$ cat src/rtl/mesh_term_harness.sv
// Terminal-side harness for the mesh router: per-terminal injection FIFOs,
// a round-robin ejection arbiter and a run-control FSM with packet counters
// and an inactivity watchdog that decides done/timeout deterministically.
module mesh_term_harness #(
    parameter int TERMS      = 16,
    parameter int pckg_sz    = 40,
    parameter int fifo_depth = 4,
    parameter int TIMEOUT    = 10000,
    parameter int CNT_W      = 16
) (
    input  logic                       clk,
    input  logic                       reset,
    input  logic                       start,
    input  logic [CNT_W-1:0]           expected_cnt,
    input  logic                       load_valid,
    input  logic [$clog2(TERMS)-1:0]   load_term,
    input  logic [pckg_sz-1:0]         load_data,
    output logic                       load_ready,
    output logic [TERMS-1:0]           pndng_i_in,
    output logic [TERMS*pckg_sz-1:0]   data_out_i_in,
    input  logic [TERMS-1:0]           popin,
    input  logic [TERMS-1:0]           pndng,
    input  logic [TERMS*pckg_sz-1:0]   data_out,
    output logic [TERMS-1:0]           pop,
    output logic                       rx_valid,
    output logic [$clog2(TERMS)-1:0]   rx_term,
    output logic [pckg_sz-1:0]         rx_data,
    output logic [CNT_W-1:0]           sent_cnt,
    output logic [CNT_W-1:0]           rcvd_cnt,
    output logic                       busy,
    output logic                       done,
    output logic                       timeout
);

    localparam int TW = $clog2(TERMS);
    localparam int PW = $clog2(fifo_depth);
    localparam int FW = PW + 1;
    localparam int WW = $clog2(TIMEOUT);

    typedef enum logic [1:0] {
        IDLE = 2'd0,
        RUN  = 2'd1,
        DONE = 2'd2
    } state_e;

    state_e state_q, state_d;

    // Injection FIFO storage and bookkeeping
    logic [pckg_sz-1:0] mem_q   [TERMS][fifo_depth];
    logic [PW-1:0]      rdPtr_q [TERMS];
    logic [PW-1:0]      rdPtr_d [TERMS];
    logic [PW-1:0]      wrPtr_q [TERMS];
    logic [PW-1:0]      wrPtr_d [TERMS];
    logic [FW-1:0]      count_q [TERMS];
    logic [FW-1:0]      count_d [TERMS];
    logic [TERMS-1:0]   full;
    logic [TERMS-1:0]   push;
    logic [TERMS-1:0]   popEff;

    // Ejection side
    logic [pckg_sz-1:0] meshPkt [TERMS];
    logic               grantValid;
    logic [TW-1:0]      grantIdx;
    logic [TW-1:0]      candIdx;
    logic [TERMS-1:0]   pop_q, pop_d;
    logic               rxValid_q, rxValid_d;
    logic [TW-1:0]      rxTerm_q, rxTerm_d;
    logic [pckg_sz-1:0] rxData_q, rxData_d;
    logic [TW-1:0]      lastGrant_q, lastGrant_d;

    // Run control
    logic [CNT_W-1:0]   sentCnt_q, sentCnt_d;
    logic [CNT_W-1:0]   rcvdCnt_q, rcvdCnt_d;
    logic [CNT_W-1:0]   expected_q, expected_d;
    logic [WW-1:0]      wd_q, wd_d;
    logic               doneFlag_q, doneFlag_d;
    logic               timeoutFlag_q, timeoutFlag_d;
    logic [TW:0]        sendCount;
    logic [CNT_W:0]     sentSum;
    logic               rcvdHit;
    logic               anyEvent;
    logic               wdExpired;
    logic               enterRun;

    // FIFO status, load acceptance, effective pops and pointer/count updates
    always_comb begin
        load_ready = 1'b0;
        for (int k = 0; k < TERMS; k++) begin
            full[k] = (count_q[k] == FW'(fifo_depth));
        end
        if (int'(load_term) < TERMS) begin
            load_ready = !full[load_term];
        end
        for (int k = 0; k < TERMS; k++) begin
            push[k]       = load_valid && load_ready && (load_term == TW'(k));
            popEff[k]     = popin[k] && (count_q[k] != '0);
            rdPtr_d[k]    = popEff[k] ? rdPtr_q[k] + PW'(1) : rdPtr_q[k];
            wrPtr_d[k]    = push[k]   ? wrPtr_q[k] + PW'(1) : wrPtr_q[k];
            count_d[k]    = count_q[k];
            if (push[k] && !popEff[k]) begin
                count_d[k] = count_q[k] + FW'(1);
            end else if (!push[k] && popEff[k]) begin
                count_d[k] = count_q[k] - FW'(1);
            end
            pndng_i_in[k] = (count_q[k] != '0);
            data_out_i_in[k*pckg_sz +: pckg_sz] = mem_q[k][rdPtr_q[k]];
        end
    end

    // FIFO payload storage; contents are don't-care until written so no reset
    always_ff @(posedge clk) begin
        for (int k = 0; k < TERMS; k++) begin
            if (push[k]) begin
                mem_q[k][wrPtr_q[k]] <= load_data;
            end
        end
    end

    // FIFO pointers and fill levels; reset empties every FIFO
    always_ff @(posedge clk) begin
        if (!reset) begin
            for (int k = 0; k < TERMS; k++) begin
                rdPtr_q[k] <= '0;
                wrPtr_q[k] <= '0;
                count_q[k] <= '0;
            end
        end else begin
            for (int k = 0; k < TERMS; k++) begin
                rdPtr_q[k] <= rdPtr_d[k];
                wrPtr_q[k] <= wrPtr_d[k];
                count_q[k] <= count_d[k];
            end
        end
    end

    // Unpack the mesh output bus into per-terminal packets
    always_comb begin
        for (int k = 0; k < TERMS; k++) begin
            meshPkt[k] = data_out[k*pckg_sz +: pckg_sz];
        end
    end

    // Round-robin ejection arbiter; terminals popped last cycle are skipped
    // because the mesh has not yet had a chance to lower pndng, and grants
    // stop once the target count is met so rcvd_cnt never overshoots.
    always_comb begin
        grantValid  = 1'b0;
        grantIdx    = '0;
        candIdx     = '0;
        pop_d       = '0;
        rxValid_d   = 1'b0;
        rxTerm_d    = rxTerm_q;
        rxData_d    = rxData_q;
        lastGrant_d = lastGrant_q;
        if (state_q == RUN && !rcvdHit) begin
            for (int i = 1; i <= TERMS; i++) begin
                candIdx = TW'((int'(lastGrant_q) + i) % TERMS);
                if (!grantValid && pndng[candIdx] && !pop_q[candIdx]) begin
                    grantValid = 1'b1;
                    grantIdx   = candIdx;
                end
            end
        end
        if (grantValid) begin
            pop_d[grantIdx] = 1'b1;
            rxValid_d       = 1'b1;
            rxTerm_d        = grantIdx;
            rxData_d        = meshPkt[grantIdx];
            lastGrant_d     = grantIdx;
        end
    end

    // Ejection registers: pop and the received packet are valid for one cycle
    always_ff @(posedge clk) begin
        if (!reset) begin
            pop_q       <= '0;
            rxValid_q   <= 1'b0;
            rxTerm_q    <= '0;
            rxData_q    <= '0;
            lastGrant_q <= TW'(TERMS - 1);
        end else begin
            pop_q       <= pop_d;
            rxValid_q   <= rxValid_d;
            rxTerm_q    <= rxTerm_d;
            rxData_q    <= rxData_d;
            lastGrant_q <= lastGrant_d;
        end
    end

    // Event detection and watchdog expiry for the current cycle
    always_comb begin
        sendCount = '0;
        for (int k = 0; k < TERMS; k++) begin
            sendCount = sendCount + (TW+1)'(popEff[k]);
        end
        sentSum   = {1'b0, sentCnt_q} + (CNT_W+1)'(sendCount);
        rcvdHit   = (rcvdCnt_q == expected_q);
        anyEvent  = (sendCount != '0) || grantValid;
        wdExpired = (wd_q == WW'(TIMEOUT - 1)) && !anyEvent;
        enterRun  = start && (state_q != RUN);
    end

    // FSM state register
    always_ff @(posedge clk) begin
        if (!reset) begin
            state_q <= IDLE;
        end else begin
            state_q <= state_d;
        end
    end

    // FSM next state; completion is checked ahead of the watchdog
    always_comb begin
        state_d = state_q;
        case (state_q)
            IDLE:    if (start) state_d = RUN;
            RUN:     if (rcvdHit || wdExpired) state_d = DONE;
            DONE:    if (start) state_d = RUN;
            default: state_d = IDLE;
        endcase
    end

    // Counters, watchdog and result flags; saturating counters, cleared on run entry
    always_comb begin
        sentCnt_d     = sentCnt_q;
        rcvdCnt_d     = rcvdCnt_q;
        expected_d    = expected_q;
        wd_d          = wd_q;
        doneFlag_d    = doneFlag_q;
        timeoutFlag_d = timeoutFlag_q;
        if (enterRun) begin
            sentCnt_d     = '0;
            rcvdCnt_d     = '0;
            expected_d    = expected_cnt;
            wd_d          = '0;
            doneFlag_d    = 1'b0;
            timeoutFlag_d = 1'b0;
        end else if (state_q == RUN) begin
            if (sendCount != '0) begin
                sentCnt_d = sentSum[CNT_W] ? '1 : sentSum[CNT_W-1:0];
            end
            if (grantValid && !(&rcvdCnt_q)) begin
                rcvdCnt_d = rcvdCnt_q + CNT_W'(1);
            end
            wd_d = anyEvent ? '0 : wd_q + WW'(1);
            if (rcvdHit) begin
                doneFlag_d = 1'b1;
            end else if (wdExpired) begin
                timeoutFlag_d = 1'b1;
            end
        end
    end

    // Run-control registers
    always_ff @(posedge clk) begin
        if (!reset) begin
            sentCnt_q     <= '0;
            rcvdCnt_q     <= '0;
            expected_q    <= '0;
            wd_q          <= '0;
            doneFlag_q    <= 1'b0;
            timeoutFlag_q <= 1'b0;
        end else begin
            sentCnt_q     <= sentCnt_d;
            rcvdCnt_q     <= rcvdCnt_d;
            expected_q    <= expected_d;
            wd_q          <= wd_d;
            doneFlag_q    <= doneFlag_d;
            timeoutFlag_q <= timeoutFlag_d;
        end
    end

    // Output decode from state and registered datapath
    always_comb begin
        busy     = (state_q == RUN);
        done     = doneFlag_q;
        timeout  = timeoutFlag_q;
        pop      = pop_q;
        rx_valid = rxValid_q;
        rx_term  = rxTerm_q;
        rx_data  = rxData_q;
        sent_cnt = sentCnt_q;
        rcvd_cnt = rcvdCnt_q;
    end

endmodule

$ cat config.mk
export PLATFORM = sky130hd
export DESIGN_NAME = mesh_term_harness
export DESIGN_NICKNAME = d
export VERILOG_FILES = /design/src/rtl/mesh_term_harness.sv
export SDC_FILE = /design/constraint.sdc
export NUM_CORES = 2
export LEC_CHECK = 0
export CORE_ASPECT_RATIO = 1.4
export CORE_MARGIN = 1.5
export CORE_UTILIZATION = 30
export DETAILED_ROUTE_END_ITERATION = 8
export GPL_ROUTABILITY_DRIVEN = 0
export PLACE_DENSITY = 0.55
export SETUP_SLACK_MARGIN = 0.05
export SLEW_MARGIN = 15
export SYNTH_ARGS = -nofsm -noshare
export SYNTH_HDL_FRONTEND = slang
export SYNTH_SLANG_ARGS = --single-unit
$ cat constraint.sdc
create_clock -name clk -period 13.4 [get_ports clk]
set_input_delay 4.02 -clock clk [delete_from_list [all_inputs] [get_ports clk]]
set_output_delay 4.02 -clock clk [all_outputs]
set_load 0.02 [all_outputs]
* Word level (Yosys, flattened, before mapping)
Memory sizes are Yosys's and may differ from the RTL's.
Cells that the tools add are included.
** Storage, ports and cells
- Bits in registers :: 131
- Bits in writable memories :: 2672
- Input port bits :: 736
- Output and inout port bits :: 753
- Memories kept :: 4
** Cells by class
- Add/subtract/negate cells :: 98
- $lt $le $gt $ge :: 68
- Equal/unequal tests :: 38
- Muxes and demuxes :: 397
- Bitwise logic cells :: 83
- Reductions and logical operators :: 229
** Memories
- mem_q :: words 16, width 160, rd ports 16, clocked after Yosys merged registers in 0, wr ports 1, line 49 : logic [pckg_sz-1:0] mem_q [TERMS][fifo_depth];
- count_q :: words 16, width 3, rd ports 16, clocked after Yosys merged registers in 0, wr ports 16, line 54 : logic [FW-1:0] count_q [TERMS];
- rdPtr_q :: words 16, width 2, rd ports 16, clocked after Yosys merged registers in 0, wr ports 16, line 50 : logic [PW-1:0] rdPtr_q [TERMS];
- wrPtr_q :: words 16, width 2, rd ports 16, clocked after Yosys merged registers in 0, wr ports 16, line 52 : logic [PW-1:0] wrPtr_q [TERMS];
** Operators by type and width (number)
- $mux 160 :: 46
- $reduce_or 160->1 :: 15
- $mux 40 :: 50
- $bmux 40 s2 :: 16
- $demux 40 s2 :: 16
- $bmux 40 s4 :: 1
- $mux 3 :: 48
- $bmux 1 s4 :: 33
- $mux 2 :: 66
- $mux 4 :: 32
- $logic_and 1x1->1 :: 117
- $ge 3x3->1 const B :: 32
- $not 2->3 :: 32
- $lt 4x5->1 const B :: 18
- $mux 1 :: 85
- $logic_not 1->1 :: 67
- $add 2x1->2 const B :: 32
- $add 5x1->5 :: 11
- $add 3x1->3 const B :: 16
- $eq 3x3->1 const B :: 16
- $lt 3x1->1 const B :: 16
- $or 1x1->1 :: 48
- $reduce_bool 3->1 :: 16
- $sub 3x1->3 const B :: 16
- 36 further kinds :: 68

* Longest topological paths before layout
- Word-level depth :: 88
- Gate-level depth with buffers :: 23
- Depth with buffers taken out :: 23

* Worst setup path before layout
OpenSTA, ideal clock, no wires.
- Kind :: input -> output
- From :: input load_term[1]
- To :: output load_ready
- Arrival :: 5.277 ns
- Required time :: 9.380 ns
- Path slack :: 4.103 ns
- Stages on the path :: 6
- Path buffers :: 2
- Cells stage by stage :: buf_1 clkbuf_1 a31oi_1 a211oi_1 a21oi_1 mux2_2
** On the way
- Word-level cells in the longest chain between the ends :: 3
** RTL lines
- from (decl) :: line 16 : input logic [$clog2(TERMS)-1:0] load_term,
- $bmux 1 s4 :: line 92 : load_ready = !full[load_term];
- $mux 1 (implied by the code) :: line 92
- $logic_not 1->1 :: line 92
- to (decl) :: line 18 : output logic load_ready,
No other way between the ends. The select of a mux whose other input is x is not followed.

* Worst setup path after layout
Ends and elaborated chain as after synthesis.

==> results.ini <==
[outcome]
outcome=finished clean

[routing]
dr_total_vias=67570
drc=0
drt_iter0_drc=6902
detail-route-antenna-nets=0
via_per_inst=5.24
wl_per_cell_um=37.3
wl_um=480000
first_pass_iters=6

[clocking]
cts_resized=0
max-clock-path-buffers=4
numClockSinks=2803
cts_tree=yes
clk_pin_slew_worst_paths_ps=60
cts_max_level=5
post_cts_buffers=0
cts_root_buffer=clkbuf_16
numCtsBuffers=289
clk-insertion-delay-late_ps=890
cts-hold-fix-buffers=0

[setup_path]
regToRegSetupSlack_ps=4120
end_kind=output pin
path_common_cell=clkdlybuf4s50_1
path_cells=clkdlybuf4s50_1 -> nor4b_1 -> a31oi_1 -> mux4_2 -> mux2_2 -> clkdlybuf4s50_1
crit_family=buffers and inverters
required_ps=9380
critPathLaunchType=input port
critPathMaxStageDelay_ps=840
cp_slowest_cell=clkdlybuf4s50_1
path_buf_inv=2
worst-path-max-fanout=22
critPathArrivalTime_ps=7200
crit_type=input port to output pin

[yosys]
avgSynthCellArea_um2=18.7
synth_area_um2=113000
async_reset_ff_frac=0
ys_ff_latch=2803
synth_nets=6896
dominantRegCellSynth=edfxtp_1
synth_warnings=0
synth_seq_area_share=0.726
synth_cell_types=85
syn_inst=6034
synth_edf_count=2560

[global_routing]
grt_antenna_before_repair=117
grt_max_degree=179
overflow=0
grt_usage=0.249
grt_pass1_wl_um=630000
first_global_vias=67714

[floorplan]
rows=265
die_h_um=728
io_pins=1489
core_area_um2=373000
start_util=0.302
fp.dieW_um=521
dieArea_um2=379000

[timing]
post-route-period-util=0.837
max_slew_margin=0.0426
timing.fmax_ghz=0.0891
report.final.slew_viol_count=0
period_minus_slack_ps=11220
finalSetupTns_ps=0
hold_viol_final=0
layout_setup_ws_ps=2180
rsz0062_at_grt=false
skew_ps=75.7
worst_pin_slew_ps=1440
finalSetupViolCount=0

[finish]
fillCellCount=34195
syn_to_final_growth_pct=27.0
final_nets=8495
layout_commonest_cell=edfxtp_1
drive_gt1_frac=0.181
final_cell_mix=edfxtp_1, clkdlybuf4s50_1, mux4_2, nand2_1, clkbuf_16

[pwr]
powerDensity_nw_per_um2=193
total_power_mw=27.6
p_leak_nw=45.4
max-vdd-ir-drop_uv=136

[place]
dp_hpwl_um=338000
post-place-ws_ps=2140
port_buffers=1488

[min_path]
hp-class=flip-flop to flip-flop

[job]
drv_cap=0

metal layers:
metal,GRT usage,vias to the layer above,wire [um]
li1,-,27505,-
met1,0.258,35593,157000
met2,0.436,3390,246000
met3,0.0582,1050,33700
met4,0.192,32,43600
met5,0.000127,-,178
Yosys cell counts, types with 11 or more instances:
cell,number,area [um2]
a221o_1,12,120
edfxtp_1,2560,76900
ha_1,99,1240
mux2_2,11,124
o21ai_1,29,145
a32o_1,17,170
buf_1,85,319
a21oi_1,55,275
o21ai_0,69,345
clkbuf_1,158,593
a21boi_0,36,270
nor4bb_1,24,240
nor4_1,11,68.8
nand2_1,572,2150
fa_1,27,541
nor2_1,102,383
nor4b_1,20,175
buf_4,18,135
nand3_1,194,971
nor2b_1,51,319
nor3_1,30,150
mux2i_1,128,1280
a22oi_1,21,158
xor2_1,42,368
buf_2,69,345
dfxtp_1,243,4860
and4b_1,12,120
mux4_2,663,14900
xnor2_1,100,876
a31oi_1,19,119
a32oi_1,74,648
and2_1,130,813
inv_1,80,300
nand2b_1,23,144
nand4_1,28,175
o22ai_1,37,231
or3_1,41,257
a211oi_1,21,158
and3_1,14,87.6
registers in the layout, indices dropped and copies added (netlist names):
| name | cells |
|---|---|
| mem_q | 2560 |
| expected_q | 16 |
| wrPtr_q | 32 |
| done | 1 |
| rcvd_cnt | 16 |
| state_q | 2 |
| wd_q | 14 |
| pop | 16 |
| rx_valid | 1 |
| count_q | 48 |
| sent_cnt | 16 |
| rx_term | 4 |
| timeout | 1 |
| lastGrant_q | 4 |
| rx_data | 40 |
| rdPtr_q | 32 |
power breakdown:
part | internal [mW] | switching [mW] | total, mW
Combinational | 3.69 | 5.78 | 9.47
Sequential | 9.73 | 0.335 | 10.1
Clock | 4.60 | 3.45 | 8.06
Total | 18.0 | 9.57 | 27.6
metrics by stage:
stage | area (um2) | utilization | hold WS, ps | cells
global route | 143000 | 0.383 | 487 | 12832
global placement | 133000 | 0.358 | 458 | 12280
finish | 143000 | 0.384 | 468 | 12895
detailed placement | 133000 | 0.358 | 458 | 12280
CTS | 143000 | 0.383 | 471 | 12789
floorplan | 113000 | - | 449 | 6034
cell families (layout without fill, tap and decap cells):
family / count (synthesis) / after routing / share of synthesized area
flip-flops: 2803 / 2803 / 0.726
adder cells (fa/ha/maj): 126 / 126 / 0.0158
buffers and inverters: 421 / 2238 / 0.0160
AND/OR/NAND/NOR: 1287 / 1287 / 0.0566
multiplexers: 803 / 803 / 0.145
AO/OA/AOI/OAI: 448 / 448 / 0.0283
other: 0 / 105 / 0
XOR/XNOR: 146 / 146 / 0.0117
tightest hold or removal path, cell delays in order (launching register included):
cell	delay (ps)
dfxtp_1	310
nand2_1	50
a21boi_0	60
worst paths after layout:
| path | start | end | cells after the start |
|---|---|---|---|
| worst min register to register | rx_term[3]$_SDFFE_PN0P_ | rx_term[3]$_SDFFE_PN0P_ | 2 |
| worst max register to register | lastGrant_q[1]$_SDFFE_PN1P_ | rx_data[3]$_SDFFE_PN0P_ | 18 |
| worst min-delay path | rx_term[3]$_SDFFE_PN0P_ | rx_term[3]$_SDFFE_PN0P_ | 2 |
| worst max-delay path | load_term[1] | load_ready | 6 |
final cells by class:
type / count / area [um2] / area share
clock inverter: 146 / 1530 / 0.0107
tap: 4939 / 6180 / 0.0432
antenna: 105 / 263 / 0.00184
timing repair buffer: 1647 / 16000 / 0.112
multi-input combinational: 2810 / 29200 / 0.204
sequential: 2803 / 81800 / 0.572
inverter: 82 / 308 / 0.00215
clock buffer: 363 / 7720 / 0.0540
(Power assumes the default switching activity.)
